==> src/rtl/cell_fetch_sequencer_pkg.sv <==
// Shared cell-processing types plus the 3x3 tap offset table used by the
// fetch sequencer and its address generator.
package CellProcessingPkg;

  localparam int CELL_PIX_W = 8;
  localparam int CELL_TAPS  = 9;

  typedef logic [CELL_PIX_W-1:0]           pixel_t;
  typedef logic [CELL_TAPS*CELL_PIX_W-1:0] cellDepth;
  typedef logic [7:0]                      userInput_t;

  typedef enum logic [2:0] {
    OP_PASS   = 3'd0,
    OP_ADD    = 3'd1,
    OP_SUB    = 3'd2,
    OP_MUL    = 3'd3,
    OP_THRESH = 3'd4,
    OP_BLUR   = 3'd5,
    OP_SOBEL  = 3'd6,
    OP_DIFF   = 3'd7
  } opcodes_t;

  typedef enum logic [2:0] {
    IDLE    = 3'd0,
    FETCH   = 3'd1,
    CAPTURE = 3'd2,
    PRESENT = 3'd3,
    DONE    = 3'd4
  } seq_state_t;

  // Row-major from the top-left neighbour: k = (dy+1)*3 + (dx+1).
  localparam int TAP_DX [CELL_TAPS] = '{-1, 0, 1, -1, 0, 1, -1, 0, 1};
  localparam int TAP_DY [CELL_TAPS] = '{-1, -1, -1, 0, 0, 0, 1, 1, 1};

  function automatic int tap_dx(input logic [3:0] k);
    return (k < 4'd9) ? TAP_DX[k] : 0;
  endfunction

  function automatic int tap_dy(input logic [3:0] k);
    return (k < 4'd9) ? TAP_DY[k] : 0;
  endfunction

endpackage

==> src/rtl/cell_fetch_sequencer_addr_gen.sv <==
// Combinational neighbour address generator: clamps tap k of the cell centred
// at (x, y) to the image and flags whether the raw neighbour was inside it.
module cell_addr_gen
  import CellProcessingPkg::*;
#(
  parameter int IMG_W  = 64,
  parameter int IMG_H  = 64,
  parameter int ADDR_W = $clog2(IMG_W*IMG_H)
) (
  input  logic [$clog2(IMG_W)-1:0] x,
  input  logic [$clog2(IMG_H)-1:0] y,
  input  logic [3:0]               k,
  output logic [ADDR_W-1:0]        rd_addr,
  output logic                     in_bounds
);

  int w_col;
  int w_row;
  int w_col_c;
  int w_row_c;

  always_comb begin
    w_col   = int'(x) + tap_dx(k);
    w_row   = int'(y) + tap_dy(k);
    w_col_c = (w_col < 0) ? 0 : ((w_col >= IMG_W) ? IMG_W - 1 : w_col);
    w_row_c = (w_row < 0) ? 0 : ((w_row >= IMG_H) ? IMG_H - 1 : w_row);
    // Clamping changed nothing exactly when the neighbour lies inside the image.
    in_bounds = (w_col == w_col_c) && (w_row == w_row_c);
    rd_addr   = ADDR_W'(w_row_c * IMG_W + w_col_c);
  end

endmodule

==> src/rtl/cell_fetch_sequencer.sv <==
// Walks an image in raster order, fetching a 3x3 window of images A and B per
// centre pixel. Define CELL_EDGE_ZERO_EN to zero-fill out-of-image taps
// instead of replicating the border.
module cell_fetch_sequencer
  import CellProcessingPkg::*;
#(
  parameter int IMG_W  = 64,
  parameter int IMG_H  = 64,
  parameter int PIX_W  = 8,
  parameter int ADDR_W = $clog2(IMG_W*IMG_H)
) (
  input  logic                     clk,
  input  logic                     rst,
  input  logic                     start,
  input  logic                     abort,
  input  opcodes_t                 opcode_in,
  input  userInput_t               userInput_in,
  output logic                     rd_en,
  output logic [ADDR_W-1:0]        rd_addr,
  input  logic [PIX_W-1:0]         rdataA,
  input  logic [PIX_W-1:0]         rdataB,
  output logic [9*PIX_W-1:0]       cellA,
  output logic [9*PIX_W-1:0]       cellB,
  output opcodes_t                 opcode,
  output userInput_t               userInputA,
  output logic                     cell_valid,
  input  logic                     cell_ready,
  output logic [$clog2(IMG_W)-1:0] cell_x,
  output logic [$clog2(IMG_H)-1:0] cell_y,
  output logic                     busy,
  output logic                     done
);

  localparam int XW = $clog2(IMG_W);
  localparam int YW = $clog2(IMG_H);
  localparam logic [XW-1:0] X_LAST = XW'(IMG_W - 1);
  localparam logic [YW-1:0] Y_LAST = YW'(IMG_H - 1);

`ifdef CELL_EDGE_ZERO_EN
  localparam bit EDGE_ZERO = 1'b1;
`else
  localparam bit EDGE_ZERO = 1'b0;
`endif

  seq_state_t          r_state;
  logic [XW-1:0]       r_x;
  logic [YW-1:0]       r_y;
  logic [3:0]          r_k;
  logic                r_rd_en;
  logic [ADDR_W-1:0]   r_rd_addr;
  logic [3:0]          r_rd_tap;
  logic                r_cap_vld;
  logic [3:0]          r_cap_tap;
  logic [8:0]          r_zero_mask;
  logic [9*PIX_W-1:0]  r_cellA;
  logic [9*PIX_W-1:0]  r_cellB;
  opcodes_t            r_opcode;
  userInput_t          r_user;
  logic                r_cell_valid;
  logic                r_busy;
  logic                r_done;

  logic [ADDR_W-1:0]   w_addr;
  logic                w_in_bounds;
  logic                w_issue;
  logic [8:0]          w_slot_we;
  logic [8:0]          w_slot_zero;

  cell_addr_gen #(
    .IMG_W  (IMG_W),
    .IMG_H  (IMG_H),
    .ADDR_W (ADDR_W)
  ) u_addr_gen (
    .x         (r_x),
    .y         (r_y),
    .k         (r_k),
    .rd_addr   (w_addr),
    .in_bounds (w_in_bounds)
  );

  assign w_issue = w_in_bounds | ~EDGE_ZERO;

  // Read data lands one cycle after rd_en; r_cap_* tracks which slot it feeds.
  genvar gi;
  generate
    for (gi = 0; gi < 9; gi++) begin : g_slot
      assign w_slot_we[gi]   = r_cap_vld && (r_cap_tap == 4'(gi));
      assign w_slot_zero[gi] = (r_state == CAPTURE) && r_zero_mask[gi];
    end
  endgenerate

  always_ff @(posedge clk or negedge rst) begin
    if (!rst) begin
      r_cellA <= '0;
      r_cellB <= '0;
    end else begin
      for (int i = 0; i < 9; i++) begin
        if (w_slot_zero[i]) begin
          r_cellA[i*PIX_W +: PIX_W] <= '0;
          r_cellB[i*PIX_W +: PIX_W] <= '0;
        end else if (w_slot_we[i]) begin
          r_cellA[i*PIX_W +: PIX_W] <= rdataA;
          r_cellB[i*PIX_W +: PIX_W] <= rdataB;
        end
      end
    end
  end

  always_ff @(posedge clk or negedge rst) begin
    if (!rst) begin
      r_state      <= IDLE;
      r_x          <= '0;
      r_y          <= '0;
      r_k          <= '0;
      r_rd_en      <= 1'b0;
      r_rd_addr    <= '0;
      r_rd_tap     <= '0;
      r_cap_vld    <= 1'b0;
      r_cap_tap    <= '0;
      r_zero_mask  <= '0;
      r_opcode     <= OP_PASS;
      r_user       <= '0;
      r_cell_valid <= 1'b0;
      r_busy       <= 1'b0;
      r_done       <= 1'b0;
    end else begin
      r_done    <= 1'b0;
      r_cap_vld <= r_rd_en;
      r_cap_tap <= r_rd_tap;
      if (abort && (r_state != IDLE)) begin
        r_state      <= IDLE;
        r_rd_en      <= 1'b0;
        r_rd_addr    <= '0;
        r_cap_vld    <= 1'b0;
        r_cell_valid <= 1'b0;
        r_busy       <= 1'b0;
      end else begin
        case (r_state)
          IDLE: begin
            if (start) begin
              r_opcode <= opcode_in;
              r_user   <= userInput_in;
              r_x      <= '0;
              r_y      <= '0;
              r_k      <= '0;
              r_busy   <= 1'b1;
              r_state  <= FETCH;
            end
          end
          FETCH: begin
            // Taps go out registered, so the last FETCH cycle (k=9) only drains.
            if (r_k == 4'd9) begin
              r_rd_en   <= 1'b0;
              r_rd_addr <= '0;
              r_state   <= CAPTURE;
            end else begin
              r_rd_en   <= w_issue;
              r_rd_addr <= w_issue ? w_addr : '0;
              r_rd_tap  <= r_k;
              for (int i = 0; i < 9; i++) begin
                if (r_k == 4'(i)) r_zero_mask[i] <= ~w_issue;
              end
              r_k <= r_k + 4'd1;
            end
          end
          CAPTURE: begin
            r_cell_valid <= 1'b1;
            r_state      <= PRESENT;
          end
          PRESENT: begin
            if (cell_ready) begin
              r_cell_valid <= 1'b0;
              r_k          <= '0;
              if ((r_x == X_LAST) && (r_y == Y_LAST)) begin
                r_x     <= '0;
                r_y     <= '0;
                r_done  <= 1'b1;
                r_state <= DONE;
              end else begin
                if (r_x == X_LAST) begin
                  r_x <= '0;
                  r_y <= r_y + 1'b1;
                end else begin
                  r_x <= r_x + 1'b1;
                end
                r_state <= FETCH;
              end
            end
          end
          DONE: begin
            r_busy  <= 1'b0;
            r_state <= IDLE;
          end
          default: r_state <= IDLE;
        endcase
      end
    end
  end

  assign rd_en      = r_rd_en;
  assign rd_addr    = r_rd_addr;
  assign cellA      = r_cellA;
  assign cellB      = r_cellB;
  assign opcode     = r_opcode;
  assign userInputA = r_user;
  assign cell_valid = r_cell_valid;
  assign cell_x     = r_x;
  assign cell_y     = r_y;
  assign busy       = r_busy;
  assign done       = r_done;

endmodule

==> config.mk <==
export PLATFORM = sky130hd
export DESIGN_NAME = cell_fetch_sequencer
export DESIGN_NICKNAME = d
export VERILOG_FILES = /design/src/rtl/cell_fetch_sequencer_pkg.sv /design/src/rtl/cell_fetch_sequencer_addr_gen.sv /design/src/rtl/cell_fetch_sequencer.sv
export SDC_FILE = /design/constraint.sdc
export NUM_CORES = 1
export LEC_CHECK = 0
export BUFFER_PORTS_ARGS = -buffer_cell sky130_fd_sc_hd__buf_2
export CAP_MARGIN = 15
export CORE_UTILIZATION = 54
export DETAILED_ROUTE_END_ITERATION = 16
export PLACE_DENSITY = 0.88
export SETUP_SLACK_MARGIN = 0.15
export SLEW_MARGIN = 40
export SYNTH_ARGS = -nofsm -noshare
export SYNTH_HDL_FRONTEND = slang
export SYNTH_SLANG_ARGS = --single-unit
==> constraint.sdc <==
create_clock -name clk -period 5.6 [get_ports clk]
set_input_delay 0 -clock clk [delete_from_list [all_inputs] [get_ports clk]]
set_output_delay 0 -clock clk [all_outputs]
set_load 0.02 [all_outputs]
==> qor.txt <==
run status -> complete, no violations
Place WS -> 1.013 ns
I/O pins -> 215
die height -> 131.5 um
fin crit share -> 0.8281
GRT Total Usage -> 0.2656
IO buf count -> 214
H-tree levels -> 4
Slowest cell on crit path -> a21oi_4
minimum clock period -> 4.638 ns
setup slack after layout -> 0.9625 ns
Ant. Diodes -> 0
initial DRC count -> 333
Rel. slew slack -> 0.5144
fraction of registers with async set/reset -> 1.000
dominant cell type by area after synthesis -> dfrtp_1
Sequential Power Share -> 0.408
Mapped Area -> 9050 um^2
CTS Buf Count -> 17
Internal Pwr Total -> 0.003187 W
Post-synth EDFFs -> 0
post-route ant nets -> 0
power density over the cells -> 442.7 nW/um^2
placer congestion estimate -> 0.8610
Fmax achieved -> 0.2156 GHz
final core occ -> 0.7018
worst vdd ir -> 0.0002656 V
die span in x -> 131.5 um
Post-Syn Instances -> 707
setup TNS -> 0 ns
DR WL/cell -> 18.58 um
Worst Path Arrival -> 4.97 ns
Final nets -> 1026
fraction of final layout cells sized beyond drive strength 1 -> 0.4388
vias in the first global route -> 6755
Placed Area -> 10370 um^2
design area -> 11310 um^2
CORE AREA -> 16120 um^2
Synth Area per Inst -> 12.80 um^2
RSZ-0062 raised after global routing -> no
largest net degree at the start of global routing -> 139
root buffer cell -> clkbuf_16
share of the synthesized area in the top cell type -> 0.5503
Fin. Hold Viols -> 0
Yosys warnings -> 0
final WL -> 21920 um
Fillers -> 1066
clk sink count -> 199
DRC errors left -> 0
Worst-path clk slew -> 0.08 ns
DPL Wire Length -> 15100 um
CP Cell Sequence -> inv_1 > ha_1 > or2_2 > a21oi_4 > inv_1 > fa_1 > nor2b_1 > o311ai_0 > a21oi_1 > nand2_1 > ha_1 > nor4b_1 > nand3b_1 > nor3_1 > a32oi_1 > nand2b_1 > a22o_1
worst-margin pin slew -> 0.7081 ns
Pins Over Slew Limit -> 0
slowest cell delay on critical path -> 0.53 ns
DR vias -> 6620
Crit. End Element -> flop
WP data required -> 5.93 ns
type of the most critical hold path -> input port to async pin
area grow syn2layout -> 24.97%
Most used DFF post-synth -> dfrtp_1
drt pass-1 iters -> 4
clk_skew -> 0.01562 ns
Rows -> 46
global-route wire length before repair -> 35940 um
Setup CP Type -> flop to flop
leak pwr -> 5.661 nW
Initial Util -> 0.5616
WHS -> 0.2123 ns
worst-skew pair later-pin latency -> 0.44 ns
Die ar. -> 17280 um^2
count leader, synth -> dfrtp_1
Synth cell types -> 57
register bit total from synthesis -> 199
TritonCTS clock tree -> built
sequential share of the synthesized area -> 0.5503
most instantiated cells after synthesis -> 199 x dfrtp_1, 155 x mux2_2, 43 x nand2_1
worst-path maximum fanout -> 23
Max Cap Viol -> 0
initial antenna violation count -> 0
Comb power frac -> 0.339
final setup fails -> 0
largest cells by area after synthesis -> dfrtp_1 55%, mux2_2 19%, ha_1 5.5%
clk buf depth -> 2
Clock power frac -> 0.252
switching power -> 0.001819 W
grt ovf -> 0
crit start category -> flop
vias per inst -> 5.610
Switching Share -> 0.3634
==> cell type report <==
class                      instances  area [um^2]  area share
clock inverter                    14        188.9     0.01671
multi-input combinational        460         3891      0.3441
tap                              216        270.3     0.02390
timing repair buffer             255         1483      0.1311
clock buffer                      17        425.4     0.03761
inverter                          19        71.32    0.006306
sequential                       199         4980      0.4403
==> cell usage in the layout (no fill, tap or decap), types with 3 or more instances in the layout <==
cell type / instances
ha_1: 40
dlygate4sd3_1: 32
and3b_1: 3
and2_1: 4
clkbuf_16: 18
clkinv_4: 3
or2_2: 3
dfrtp_1: 199
mux2_2: 155
a21oi_1: 19
buf_2: 213
o31ai_1: 11
nor2b_1: 6
conb_1: 6
o41ai_1: 3
nand3_1: 13
nand3b_1: 5
nand2b_1: 5
nand4_1: 5
mux2i_1: 4
o21ai_0: 33
a22o_1: 6
nand4b_1: 3
nor2_1: 22
nor4_1: 5
nor3_1: 8
inv_1: 19
xnor2_1: 8
buf_4: 8
xor2_1: 4
inv_8: 4
a211oi_1: 3
nand2_1: 42
a21o_1: 6
==> stage by stage <==
step                      std cells  power (W)
final                          1180   0.005007
after global routing           1180   0.005234
after CTS                      1180   0.005024
after detailed placement       1117   0.003745
after global placement         1114   0.003647
after floorplan                 711   0.003095
==> routing by layer <==
layer  part of all wire  up-vias  routed length (um)  track usage
li1                   -     3047                   -            -
met1               0.41     3304                9094       0.3311
met2               0.51      227               11260       0.4621
met3              0.046       42                1016      0.04398
met4              0.025        0                 551       0.1014
met5                  0        -                   0            0
==> path summary, 6_finish.rpt <==
check | start | end | cells after the start | slack, ns
worst max-delay path | r_k[1] | rd_addr[1] | 17 | 0.96
worst min-delay path | rst | cellB[60] | 2 | 0.21
worst max register to register | r_k[1] | rd_addr[1] | 17 | 0.96
worst min register to register | r_rd_tap[0] | r_cap_tap[0] | 0 | 0.38
max in group asynchronous | rst | cellB[20] | 3 | 4.38
min in group clk | userInput_in[1] | userInputA[1] | 3 | 0.34
==> power by group through the flow <==
stage | Clock, W | Combinational (W) | Sequential, W
3_5_place_dp | 0 | 0.00168 | 0.00207
2_1_floorplan | 0 | 0.000593 | 0.00250
6_report | 0.00126 | 0.00170 | 0.00205
4_1_cts | 0.00128 | 0.00170 | 0.00204
3_3_place_gp | 0 | 0.00162 | 0.00203
5_1_grt | 0.00134 | 0.00181 | 0.00209
==> cells by family (layout without fill, tap and decap cells) <==
logic type	Yosys count	in the layout	share of synthesized area
DFF	199	199	0.5503
AOI/OAI and AO/OA	98	98	0.07203
muxes	159	159	0.1973
other	2	6	0.0008298
and+or+nand+nor	143	143	0.08434
xor gates and xnor gates	12	12	0.01161
adders and majority gates	42	42	0.05973
buffers and inverters	52	305	0.02392
==> worst max-delay path, delay by kind of cell, from the launching register on <==
kind / cells / cell delay, ns
adders and majority gates: 3 / 0.98
and+or+nand+nor: 7 / 1.40
buffers and inverters: 2 / 0.28
AOI/OAI and AO/OA: 5 / 1.45
DFF: 1 / 0.43
==> flip-flops by register name (all words and copies together), names as in the netlist, 3 cells and up <==
signal      count
cellA          72
cellB          72
cell_x          6
cell_y          6
opcode          3
r_cap_tap       4
r_k             4
r_rd_tap        4
r_state         3
rd_addr        12
userInputA      8
==> timing repair <==
item | CTS | global route
endpoints found under the setup margin | 0 | 0
buffers inserted | 0 | 0
hold endpoints to repair | 298 | 0
hold buffers | 32 | 0
resized for setup | 0 | 0
Note: power is estimated with default switching activity, not from simulation.
